## src/rtl/car_pkg.sv

```systemverilog
// rtl/car_pkg.sv - shared move codes, motor commands, FSM states and move reversal
package car_pkg;

   localparam logic [1:0] MOVE_NONE  = 2'b00;
   localparam logic [1:0] MOVE_FWD   = 2'b01;
   localparam logic [1:0] MOVE_LEFT  = 2'b10;
   localparam logic [1:0] MOVE_RIGHT = 2'b11;

   localparam logic [2:0] CMD_STOP   = 3'd0;
   localparam logic [2:0] CMD_FWD    = 3'd1;
   localparam logic [2:0] CMD_BACK   = 3'd2;
   localparam logic [2:0] CMD_LEFT   = 3'd3;
   localparam logic [2:0] CMD_RIGHT  = 3'd4;

   typedef enum logic [2:0] {
      ST_IDLE   = 3'd0,
      ST_REQ    = 3'd1,
      ST_CAPT   = 3'd2,
      ST_DRIVE  = 3'd3,
      ST_SETTLE = 3'd4,
      ST_FIN    = 3'd5
   } bt_state_t;

   // Undoing a recorded move: forward is undone by reversing, a left turn by
   // turning right and a right turn by turning left.
   function automatic logic [2:0] reverse_move(input logic [1:0] move);
      logic [2:0] cmd;
      case (move)
         MOVE_FWD:   cmd = CMD_BACK;
         MOVE_LEFT:  cmd = CMD_RIGHT;
         MOVE_RIGHT: cmd = CMD_LEFT;
         default:    cmd = CMD_STOP;
      endcase
      return cmd;
   endfunction

endpackage

```

## src/rtl/hold_timer.sv

```systemverilog
// rtl/hold_timer.sv - loadable down-counter with zero flag for timed motor holds
module hold_timer #(
   parameter int CNT_W = 16
) (
   input  logic             clk,
   input  logic             rst_n,
   input  logic             load,
   input  logic             en,
   input  logic [CNT_W-1:0] load_val,
   output logic             zero
);

   logic [CNT_W-1:0] count;

   // Load takes priority; otherwise count down while enabled, stopping at zero.
   always_ff @(posedge clk or negedge rst_n) begin
      if (!rst_n) begin
         count <= '0;
      end else if (load) begin
         count <= load_val;
      end else if (en && (count != '0)) begin
         count <= count - CNT_W'(1);
      end
   end

   assign zero = (count == '0);

endmodule

```

## src/rtl/backtrack_ctrl.sv

```systemverilog
// rtl/backtrack_ctrl.sv - pops recorded moves and drives the reverse motor command for each
module backtrack_ctrl
   import car_pkg::*;
#(
   parameter int MOVE_CYCLES = 1000,
   parameter int MAX_MOVES   = 49,
   parameter int CNT_W       = 16
) (
   input  logic       clk,
   input  logic       rst_n,
   input  logic       start,
   input  logic       abort,
   output logic       pop,
   input  logic [1:0] pop_val,
   output logic       stack_en,
   output logic [2:0] motor_cmd,
   output logic       busy,
   output logic       done,
   output logic [5:0] moves_undone
);

   localparam logic [CNT_W-1:0] HOLD_LOAD = CNT_W'(MOVE_CYCLES - 1);
   localparam logic [5:0]       MOVE_LIM  = 6'(MAX_MOVES);

   bt_state_t state;
   bt_state_t next_state;

   logic start_q;
   logic start_edge;
   logic timer_load;
   logic timer_en;
   logic timer_zero;
   logic move_inc;
   logic clear_moves;

   assign start_edge = start & ~start_q;
   assign stack_en   = busy;

   hold_timer #(
      .CNT_W (CNT_W)
   ) u_hold_timer (
      .clk      (clk),
      .rst_n    (rst_n),
      .load     (timer_load),
      .en       (timer_en),
      .load_val (HOLD_LOAD),
      .zero     (timer_zero)
   );

   // Track start so only a fresh rising edge can launch a run; always sampled,
   // so an edge seen while busy or together with abort is consumed.
   always_ff @(posedge clk or negedge rst_n) begin
      if (!rst_n) begin
         start_q <= 1'b0;
      end else begin
         start_q <= start;
      end
   end

   // State register.
   always_ff @(posedge clk or negedge rst_n) begin
      if (!rst_n) begin
         state <= ST_IDLE;
      end else begin
         state <= next_state;
      end
   end

   // Next-state logic plus hold-timer and move-counter controls; abort overrides all.
   always_comb begin
      next_state  = state;
      timer_load  = 1'b0;
      timer_en    = 1'b0;
      move_inc    = 1'b0;
      clear_moves = 1'b0;
      if (abort) begin
         next_state = ST_IDLE;
      end else begin
         case (state)
            ST_IDLE: begin
               if (start_edge) begin
                  clear_moves = 1'b1;
                  next_state  = ST_REQ;
               end
            end
            ST_REQ: begin
               next_state = ST_CAPT;
            end
            ST_CAPT: begin
               if (pop_val == MOVE_NONE) begin
                  next_state = ST_FIN;
               end else begin
                  timer_load = 1'b1;
                  next_state = ST_DRIVE;
               end
            end
            ST_DRIVE: begin
               if (timer_zero) begin
                  move_inc   = 1'b1;
                  next_state = ST_SETTLE;
               end else begin
                  timer_en = 1'b1;
               end
            end
            ST_SETTLE: begin
               if (moves_undone >= MOVE_LIM) begin
                  next_state = ST_FIN;
               end else begin
                  next_state = ST_REQ;
               end
            end
            ST_FIN: begin
               next_state = ST_IDLE;
            end
            default: begin
               next_state = ST_IDLE;
            end
         endcase
      end
   end

   // Registered outputs decoded from the upcoming state so each is glitch-free
   // and aligned with the state it belongs to.
   always_ff @(posedge clk or negedge rst_n) begin
      if (!rst_n) begin
         pop       <= 1'b0;
         busy      <= 1'b0;
         done      <= 1'b0;
         motor_cmd <= CMD_STOP;
      end else begin
         pop  <= (next_state == ST_REQ);
         busy <= (next_state != ST_IDLE);
         done <= (next_state == ST_FIN);
         if (next_state == ST_DRIVE) begin
            if (state == ST_CAPT) begin
               motor_cmd <= reverse_move(pop_val);
            end
         end else begin
            motor_cmd <= CMD_STOP;
         end
      end
   end

   // Count completed reversals; cleared when a run launches, saturating at the limit.
   always_ff @(posedge clk or negedge rst_n) begin
      if (!rst_n) begin
         moves_undone <= 6'd0;
      end else if (clear_moves) begin
         moves_undone <= 6'd0;
      end else if (move_inc && (moves_undone < MOVE_LIM)) begin
         moves_undone <= moves_undone + 6'd1;
      end
   end

endmodule

```

## config.mk

```make
export PLATFORM = sky130hd
export DESIGN_NAME = backtrack_ctrl
export DESIGN_NICKNAME = d
export VERILOG_FILES = /design/src/rtl/car_pkg.sv /design/src/rtl/hold_timer.sv /design/src/rtl/backtrack_ctrl.sv
export SDC_FILE = /design/constraint.sdc
export NUM_CORES = 1
export LEC_CHECK = 0
export ABC_AREA = 1
export BUFFER_PORTS_ARGS = -buffer_cell sky130_fd_sc_hd__buf_4
export CAP_MARGIN = 20
export CORE_MARGIN = 10
export CORE_UTILIZATION = 35
export DETAILED_ROUTE_END_ITERATION = 8
export SLEW_MARGIN = 10
export SYNTH_ARGS = -nofsm -noshare
export SYNTH_HDL_FRONTEND = slang
export SYNTH_SLANG_ARGS = --single-unit
```

## constraint.sdc

```tcl
create_clock -name clk -period 2.1 [get_ports clk]
set_input_delay 0.42 -clock clk [delete_from_list [all_inputs] [get_ports clk]]
set_output_delay 0.42 -clock clk [all_outputs]
set_load 0.02 [all_outputs]
```

## After elaboration in Yosys (flattened, before gate mapping)

Cells that the tools add are included.

- Flip-flop bits (word level): 32
- Input port bits: 6
- Output and inout bits: 13

- $add $sub $neg: 2
- Magnitude comparators: 2
- Eq/ne operators: 11
- Muxes and demuxes: 25
- Bitwise operators: 2
- Reductions and logical operators: 9

Operator list:

| cell | count |
|---|---|
| $mux W16 | 2 |
| $mux W3 | 7 |
| $logic_not A16 Y1 | 1 |
| $reduce_bool A16 Y1 | 1 |
| $sub A16 B1 Y16 const B | 1 |
| $pmux W3 S5 | 1 |
| $mux W1 | 12 |
| $mux W6 | 2 |
| $eq A3 B2 Y1 const B | 3 |
| $pmux W3 S3 | 1 |
| $add A6 B1 Y6 const B | 1 |
| $eq A3 B1 Y1 const B | 2 |
| $eq A3 B3 Y1 const B | 2 |
| $ge A6 B6 Y1 const B | 1 |
| $lt A6 B6 Y1 const B | 1 |
| $eq A2 B2 Y1 const B | 2 |
| $reduce_bool A2 Y1 | 2 |
| $logic_not A3 Y1 | 1 |
| $reduce_bool A3 Y1 | 1 |
| $eq A2 B1 Y1 const B | 1 |
| $logic_and A1 B1 Y1 | 2 |
| $logic_not A2 Y1 | 1 |
| $ne A2 B1 Y1 const B | 1 |
| $and A1 B1 Y1 | 1 |
| $not A1 Y1 | 1 |

## Longest topological paths before layout

Gate-level depths: netlist of the first run.

- Depth in word-level cells: 7
- Depth in mapped cells: 11
- Gate-level depth less buffers: 10

## Cells and area by module

A second synthesis of the first run with hierarchy kept.

- Cell total of the unflattened synthesis: 296
- Area total of the unflattened synthesis: 2137.0 µm²

Modules (own cells, without submodules):

| module | times used | cells an instance | area an instance (µm²) |
|---|---|---|---|
| hold_timer | 1 | 183 | 1255.0 |
| backtrack_ctrl | 1 | 113 | 882.1 |

## Worst setup path before layout of the first run

Ideal clock, no wire load.

- Kind: reg-to-reg
- Start point: reg moves_undone[0]
- End point: reg pop
- Library setup time: 0.118 ns
- Arrival: 1.365 ns
- Required time: 1.982 ns
- Slack: 0.617 ns
- Stages on the path, launching flop included: 11
- Path buffers: 0
- Period minus slack after synthesis: 1.483 ns
- Path through: dfrtp_1 -> inv_1 -> ha_1 -> nand2_1 -> nand2_1 -> nand2_1 -> nand2_1 -> nand3_1 -> nand2_1 -> inv_1 -> nor2_1

- Word-level cells in the longest chain between the ends: 5

RTL lines:

| what | RTL line | source |
|---|---|---|
| start, declared | backtrack_ctrl.sv:19 | `output logic [5:0] moves_undone` |
| start signal, assigned | backtrack_ctrl.sv:151 | `moves_undone <= moves_undone + 6'd1;` |
| $ge A6 B6 Y1 | backtrack_ctrl.sv:106 | `if (moves_undone >= MOVE_LIM) begin` |
| $mux W3 | backtrack_ctrl.sv:106 |  |
| $pmux W3 S5 | backtrack_ctrl.sv:79 | `case (state)` |
| $mux W3 | backtrack_ctrl.sv:76 | `if (abort) begin` |
| net next_state[2] | backtrack_ctrl.sv:26 | `bt_state_t next_state;` |
| $eq A3 B1 Y1 | backtrack_ctrl.sv:131 | `pop <= (next_state == ST_REQ);` |
| end signal, assigned | backtrack_ctrl.sv:131 |  |
| end, declared | backtrack_ctrl.sv:13 | `output logic pop,` |

The timed path passes the listed nets, and every way through them passes these cells.
A chain may end at the register's enable or synchronous reset.

## Final worst setup path of the first run

- Start point: reg u_hold_timer.count[0]
- End point: reg moves_undone[3]

- Word-level cells in the longest chain between the ends: 6

RTL lines:

| what | RTL line | source |
|---|---|---|
| start, declared | hold_timer.sv:13 | `logic [CNT_W-1:0] count;` |
| start signal, assigned | hold_timer.sv:20 | `count <= load_val;` |
| start signal, assigned | hold_timer.sv:22 | `count <= count - CNT_W'(1);` |
| $logic_not A16 Y1 | hold_timer.sv:26 | `assign zero = (count == '0);` |
| $mux W1 | backtrack_ctrl.sv:98 | `if (timer_zero) begin` |
| $mux W1 | backtrack_ctrl.sv:79 |  |
| $mux W1 | backtrack_ctrl.sv:76 |  |
| $logic_and A1 B1 Y1 | backtrack_ctrl.sv:150 | `end else if (move_inc && (moves_undone < MOVE_LIM)) begin` |
| $reduce_bool A2 Y1 (no source line) | - |  |

Every way passes these cells.

==> flow_summary.json, run 1 <==
{
  "fillCellCount": 608,
  "cts_setup_buffers": 0,
  "clock_latency_ps": 290,
  "area_growth_pct": 13.02,
  "avgViaCountPerCell": 4.639,
  "clockBufferDepth": 2,
  "io_pins": 19,
  "dieArea_um2": 9447,
  "route.detailed.drc": 0,
  "drive_above_1_share": 0.1824,
  "ir_worst_vdd_mv": 0.5040,
  "finalSetupViolCount": 0,
  "cts.sink_count": 32,
  "slew_headroom": 0.6933,
  "gr-total-overflow": 0,
  "path_cells": "inv_1 -> ha_1 -> nand2_2 -> nor2_4 -> nand2_2 -> nor2_1 -> nand3_1 -> nand3_1 -> nand2_1",
  "fin_cells": 382,
  "hold_path.class": "in -> async",
  "regArea_um2": 800.8,
  "num_antenna_cells": 0,
  "worst-r2r-cell-count": 9,
  "status": "completed",
  "fp-row-count": 28,
  "syn_area_um2": 2086,
  "avgSynthCellArea_um2": 7.293,
  "synthTopCellsByCount": "nand2_1 (91), nor2_1 (34), dfrtp_1 (32), inv_1 (32), nand3_1 (31)",
  "synth_top_area_frac": 0.3839,
  "antenna_found_initial": 0,
  "maxCapViolCount": 0,
  "drt_iter0_drc": 76,
  "design.core.area_um2": 5851,
  "slew_viol_final": 0,
  "synth_edf_count": 0,
  "path_class": "reg -> reg",
  "numCtsBuffers": 5,
  "power.total_w": 0.002380,
  "synth_warnings": 0,
  "multiInputGateArea_um2": 1091,
  "cp.required_ps": 2280,
  "vias": 1772,
  "synth-async-reset-ratio": 1.000,
  "finalWirelength_um": 4405,
  "drt.antenna.violating_nets": 0,
  "fin_nets": 317,
  "port_buffers": 18,
  "syn_inst": 286,
  "cts_hold_buffers": 0,
  "floorplan.initialDensity": 0.3565,
  "cts_tree": "done",
  "synth_fp_nets": 297,
  "finalCritPeriodShare": 0.7655,
  "max_freq_ghz": 0.6221,
  "grt_usage": 0.09803,
  "synth_top_cell_by_area": "dfrtp_1",
  "die_w_um": 97.20,
  "yosys_register_bits": 32,
  "synth_flop_cell": "dfrtp_1",
  "power.leakage_nw": 1.317,
  "cp-end-kind": "flip-flop",
  "powerDensity_nw_per_um2": 1010,
  "grt_pass1_vias": 1722,
  "cp.arrival_ps": 1790,
  "dp_hpwl_um": 3288,
  "drtPass1Iterations": 4,
  "rsz0062_at_grt": "false",
  "period_minus_slack_ps": 1608,
  "gp_congestion": 0.8405,
  "clock-skew-final_ps": 4.626,
  "dp_cells": 374,
  "tightest_slew_ps": 458.6,
  "synth.most_common_cell": "nand2_1",
  "htree_levels": 2,
  "die_y_um": 97.20,
  "cp_max_fo": 6,
  "seq_area_frac_synth": 0.3839,
  "critPathMaxStageDelay_ps": 400,
  "tns_ps": 0,
  "ys_top_cells_by_area": "dfrtp_1 (38%), nand2_1 (16%), nand3_1 (7.4%), nor2_1 (6.1%), inv_1 (5.8%)",
  "grt_pass1_wl_um": 7997,
  "clk_pin_slew_ps": 70,
  "ys_types": 29,
  "cts-root-buf": "clkbuf_8",
  "hold_viol_final": 0,
  "grt_max_degree": 33,
  "wire_per_inst_um": 11.53,
  "start_kind": "flip-flop",
  "critical-path-slowest-cell": "dfrtp_1",
  "postCtsResizedCells": 0
}
==> per-layer routing <==
| metal | global-route usage | vias up | share of wire |
|---|---|---|---|
| met5 | 0 | - | 0 |
| met4 | 0.03632 | 0 | 0.010 |
| met3 | 0.02489 | 6 | 0.041 |
| met2 | 0.1574 | 26 | 0.44 |
| met1 | 0.1229 | 799 | 0.51 |
| li1 | - | 941 | - |
==> worst max-delay path, delay by kind of cell (launching register included) <==
kind	cells	cell delay (ps)
flops	1	400
fa+ha+maj	1	190
simple gates	7	770
buf+inv	1	130
==> sequential cells by signal, summed over array words and instances, names as in the netlist <==
register / count
start_q: 1
u_hold_timer.count: 16
pop: 1
moves_undone: 6
motor_cmd: 3
state: 3
done: 1
busy: 1
==> final timing paths <==
path	from	end	slack, ps
setup / recovery	u_hold_timer.count[0]	moves_undone[3]	490
hold / removal	rst_n	moves_undone[4]	70
setup reg to reg	u_hold_timer.count[0]	moves_undone[3]	490
hold reg to reg	motor_cmd[1]	motor_cmd[1]	480
max in group asynchronous	rst_n	u_hold_timer.count[6]	1730
min in group clk	start	start_q	240
==> cell type report <==
cell class                      instances  share of cell area
Timing Repair Buffer                   18             0.05733
Tap cell                               75             0.03981
Sequential cell                        32              0.3397
Clock buffer                            6             0.03503
Multi-Input combinational cell        212              0.4628
Clock inverter                          2            0.004246
Inverter                               37             0.06104
==> cells in the final DEF, fill, tap and decap left out <==
cell	Yosys	routed
nand2_1	91	91
nor2_1	34	34
inv_1	32	32
dfrtp_1	32	32
nand3_1	31	31
buf_4	2	18
nand4_1	10	10
nand2_2	8	8
clkbuf_8	0	6
xor2_1	5	5
o21ai_2	5	5
ha_1	5	5
nor2_2	4	4
inv_2	4	4
xnor2_1	4	4
o21ai_0	3	3
nor2_4	2	2
nor3_1	2	2
clkinv_2	0	2
nor3_4	1	1
nand3_2	1	1
a21oi_2	1	1
nand3b_1	1	1
nand2_4	1	1
nand3_4	1	1
nand2_8	1	1
inv_6	1	1
a21oi_1	1	1
==> kinds of logic (layout without fill, tap and decap cells) <==
family | after synthesis | after routing | synth area share
AOI/OAI and AO/OA | 10 | 10 | 0.03479
xor gates and xnor gates | 9 | 9 | 0.03779
adders and majority gates | 5 | 5 | 0.02999
buffers and inverters | 42 | 63 | 0.09298
DFF | 32 | 32 | 0.3839
and+or+nand+nor | 188 | 188 | 0.4205
==> metrics by stage <==
step	area [um^2]	util	hold WS (ps)	setup slack, ps
after CTS	2357	0.4029	78.88	479.1
after global routing	2357	0.4029	90.38	289.5
after global placement	2265	0.3871	390.0	516.8
final	2357	0.4029	66.42	492.5
after floorplan	2086	-	124.4	616.7
after detailed placement	2265	0.3871	394.9	503.9
==> where the power goes <==
group,switching (W),internal (W),total [W]
Combinational,0.000618,0.000348,0.000965
Clock,0.000240,0.000261,0.000501
Sequential,0.000161,0.000753,0.000913
Total,0.00102,0.00136,0.00238
(Power assumes the default switching activity.)
==> inputs of run 2 (changes only) <==
--- a/config.mk
+++ b/config.mk
@@ -5,7 +5,7 @@
 export SDC_FILE = /design/constraint.sdc
 export NUM_CORES = 1
 export LEC_CHECK = 0
-export ABC_AREA = 1
+export ABC_AREA = 0
 export BUFFER_PORTS_ARGS = -buffer_cell sky130_fd_sc_hd__buf_4
 export CAP_MARGIN = 20
 export CORE_MARGIN = 10
==> constraint.sdc (replaced) <==
create_clock -name clk -period 1.54 [get_ports clk]
set_input_delay 0.308 -clock clk [delete_from_list [all_inputs] [get_ports clk]]
set_output_delay 0.308 -clock clk [all_outputs]
set_load 0.02 [all_outputs]
==> run 2 against run 1 <==
Against the previous run:
- the flow now finishes with violations (negative setup slack)
- clock skew fell by 0.93 ps
- cell count decreased by 6.0%
- sequential share of layout area decreased by 8.2 points
- clock power increased by 37%
- critical path depth shrank 5
- combinational power increased by 20%
- critical endpoint is now u_hold_timer.count[15]
- sequential cell count stayed put
- highest routed layer unchanged
- area after synthesis fell by 12%
- first-iteration DRC count is 5.3% lower
- via count rose by 4.4%
- non-clock buffer count is 76 higher
==> flow_summary.json, run 2 <==
{
  "yosys_register_bits": 32,
  "synth_warnings": 0,
  "max_freq_ghz": 0.5253,
  "cp_max_fo": 3,
  "io_pins": 19,
  "cp.required_ps": 1760,
  "fin_nets": 299,
  "cp-end-kind": "flip-flop",
  "clock-skew-final_ps": 3.696,
  "power.leakage_nw": 1.376,
  "largest_reg_flops": 16,
  "fp-row-count": 26,
  "seq_area_frac_synth": 0.4387,
  "critPathBufInv": 0,
  "gp_congestion": 0.8174,
  "drt_iter0_drc": 72,
  "path_depth": 4,
  "drt.antenna.violating_nets": 0,
  "port_buffers": 18,
  "period_minus_slack_ps": 1904,
  "synthTopCellsByCount": "dfrtp_1 (32), nor2_1 (18), nand2_1 (14)",
  "synth_fp_nets": 207,
  "drtPass1Iterations": 4,
  "dp_hpwl_um": 3427,
  "ir_worst_vdd_mv": 0.5679,
  "ys_types": 40,
  "violations": "negative setup slack",
  "hold_path.class": "in -> reg",
  "die_w_um": 92.22,
  "rsz0062_at_grt": "true",
  "clockBufferDepth": 2,
  "slew_viol_final": 0,
  "vias": 1850,
  "cts_tree": "done",
  "cp.arrival_ps": 2120,
  "largest_registers": "u_hold_timer.count: 16 flops, moves_undone: 6 flops",
  "layout.cells.most_common_list": "buf_4 (73), dfrtp_1 (30), buf_6 (18), nor2_1 (17), mux2i_1 (13)",
  "placed_area_um2": 2546,
  "min_from": "start",
  "syn_inst": 196,
  "hold_viol_final": 0,
  "design.core.area_um2": 5075,
  "finalWirelength_um": 5332,
  "finalCritPeriodShare": 1.236,
  "synth-async-reset-ratio": 1.000,
  "antenna_found_initial": 0,
  "avgSynthCellArea_um2": 9.314,
  "synth.most_common_cell": "dfrtp_1",
  "critical-path-slowest-cell": "or4_4",
  "grt_pass1_wl_um": 8970,
  "floorplan.initialDensity": 0.3597,
  "rrSetupSlack_ps": -360,
  "worst-r2r-cell-count": 4,
  "start_kind": "flip-flop",
  "finalSetupViolCount": 27,
  "avgViaCountPerCell": 5.153,
  "tns_ps": -4571,
  "num_antenna_cells": 0,
  "path_class": "reg -> reg",
  "clk_pin_slew_ps": 70,
  "grt_pass1_vias": 1913,
  "htree_levels": 2,
  "r2r-end": "u_hold_timer.count[15]",
  "crit_family": "simple AND/OR/NAND/NOR gates",
  "die_y_um": 92.22,
  "numCtsBuffers": 5,
  "synth_flop_cell": "dfrtp_1",
  "whs_endpoint": "start_q",
  "slew_headroom": 0.7146,
  "gr-total-overflow": 0,
  "clock_latency_ps": 290,
  "whs_path_depth": 1,
  "area_growth_pct": 71.01,
  "synth_edf_count": 0,
  "wire_per_inst_um": 14.85,
  "cts-root-buf": "clkbuf_8",
  "fin_ws_ps": -363.7,
  "synth_top_area_frac": 0.4387,
  "drive_above_1_share": 0.5260,
  "syn_area_um2": 1826,
  "maxCapViolCount": 0,
  "grt_usage": 0.1272,
  "final_cell_area_um2": 3122,
  "timing.rr.start": "u_hold_timer.count[12]",
  "path_cells": "or4_4 -> or3_1 -> or4_1 -> a21oi_1",
  "route.detailed.drc": 0,
  "critPathMaxStageDelay_ps": 560,
  "status": "finished with violations",
  "synth_top_cell_by_area": "dfrtp_1",
  "grt_max_degree": 33,
  "tightest_slew_ps": 428.0,
  "powerDensity_nw_per_um2": 915.5,
  "top_register": "u_hold_timer.count",
  "ys_top_cells_by_area": "dfrtp_1 (44%), mux2i_1 (7.1%), nor2_1 (3.7%), ha_1 (3.4%), a21oi_1 (3.3%)",
  "cts.sink_count": 32,
  "dieArea_um2": 8505,
  "layout_commonest_cell": "buf_4"
}
==> run 2: cell count changes after synthesis, sizes merged, moves of 7 or more <==
cell | previous run | this run
nor4 | 0 | 8
a21oi | 2 | 12
nor2 | 40 | 18
inv | 37 | 7
o211ai | 0 | 7
nand2 | 101 | 14
mux2i | 0 | 13
nand3 | 33 | 5
nand4 | 10 | 1
or4 | 0 | 9
==> run 2: repair_timing <==
item	4_1_cts	5_1_grt
endpoints found under the setup margin	30	30
pin swaps	27	12
hold buffers	1	0
gates cloned	0	0
gates resized for setup	59	21
setup buffers	14	3
endpoints found under the hold margin	32	0
==> run 2: worst reg2reg max path, stage by stage (launching register included) <==
cell and delay [ps]:
dfrtp_1 410, or4_4 560, or3_1 340, or4_1 400, a21oi_1 130
==> run 2: worst max-delay path by stage <==
stage	from	end	slack, ps
6_report	u_hold_timer.count[12]	u_hold_timer.count[15]	-360
3_5_place_dp	u_hold_timer.count[0]	moves_undone[3]	-400
3_3_place_gp	u_hold_timer.count[0]	moves_undone[0]	-400
2_1_floorplan	u_hold_timer.count[12]	u_hold_timer.count[15]	-300
4_1_cts	u_hold_timer.count[12]	u_hold_timer.count[15]	-330
5_1_grt	u_hold_timer.count[12]	u_hold_timer.count[15]	-440
==> run 2: logic make-up after synthesis <==
| logic type | count (synthesis) | synth area share |
|---|---|---|
| and+or+nand+nor | 88 | 0.2755 |
| AOI/OAI and AO/OA | 42 | 0.1446 |
| DFF | 32 | 0.4387 |
| buffers and inverters | 16 | 0.03565 |
| muxes | 13 | 0.07128 |
| adders and majority gates | 5 | 0.03427 |
==> run 2: power by group <==
part	internal, W	switching, W
Sequential	0.000934	0.0000839
Clock	0.000364	0.000319
Combinational	0.000618	0.000538
==> run 2: final cells by class <==
type | instances | area (um^2)
flip-flops and latches | 32 | 803.3
fillers | 402 | 1953
clock buffers | 8 | 90.09
well taps | 70 | 87.58
inverters | 7 | 26.28
repair buffers | 94 | 795.8
multi-input cells | 148 | 1319
==> run 2: per-stage QoR <==
| stage | total power, W | setup slack, ps | hold WS [ps] | std cells | utilization |
|---|---|---|---|---|---|
| final | 0.002858 | -363.7 | 141.8 | 359 | 0.6151 |
| after global routing | 0.003021 | -442.0 | 134.0 | 359 | 0.6151 |
| after CTS | 0.002773 | -329.5 | 134.2 | 358 | 0.5934 |
| after detailed placement | 0.001778 | -397.2 | 281.2 | 337 | 0.5017 |
| after global placement | 0.001764 | -395.7 | 279.1 | 337 | 0.5017 |
| after floorplan | 0.001381 | -295.3 | 12.41 | 196 | - |
==> run 2: metal layers <==
| layer | wire length, um | track usage | vias to the layer above |
|---|---|---|---|
| met3 | 189 | 0.03667 | 9 |
| met2 | 2692 | 0.2129 | 30 |
| met1 | 2349 | 0.1525 | 896 |
| li1 | - | - | 915 |
| met5 | 0 | 0 | - |
| met4 | 99 | 0.04242 | 0 |
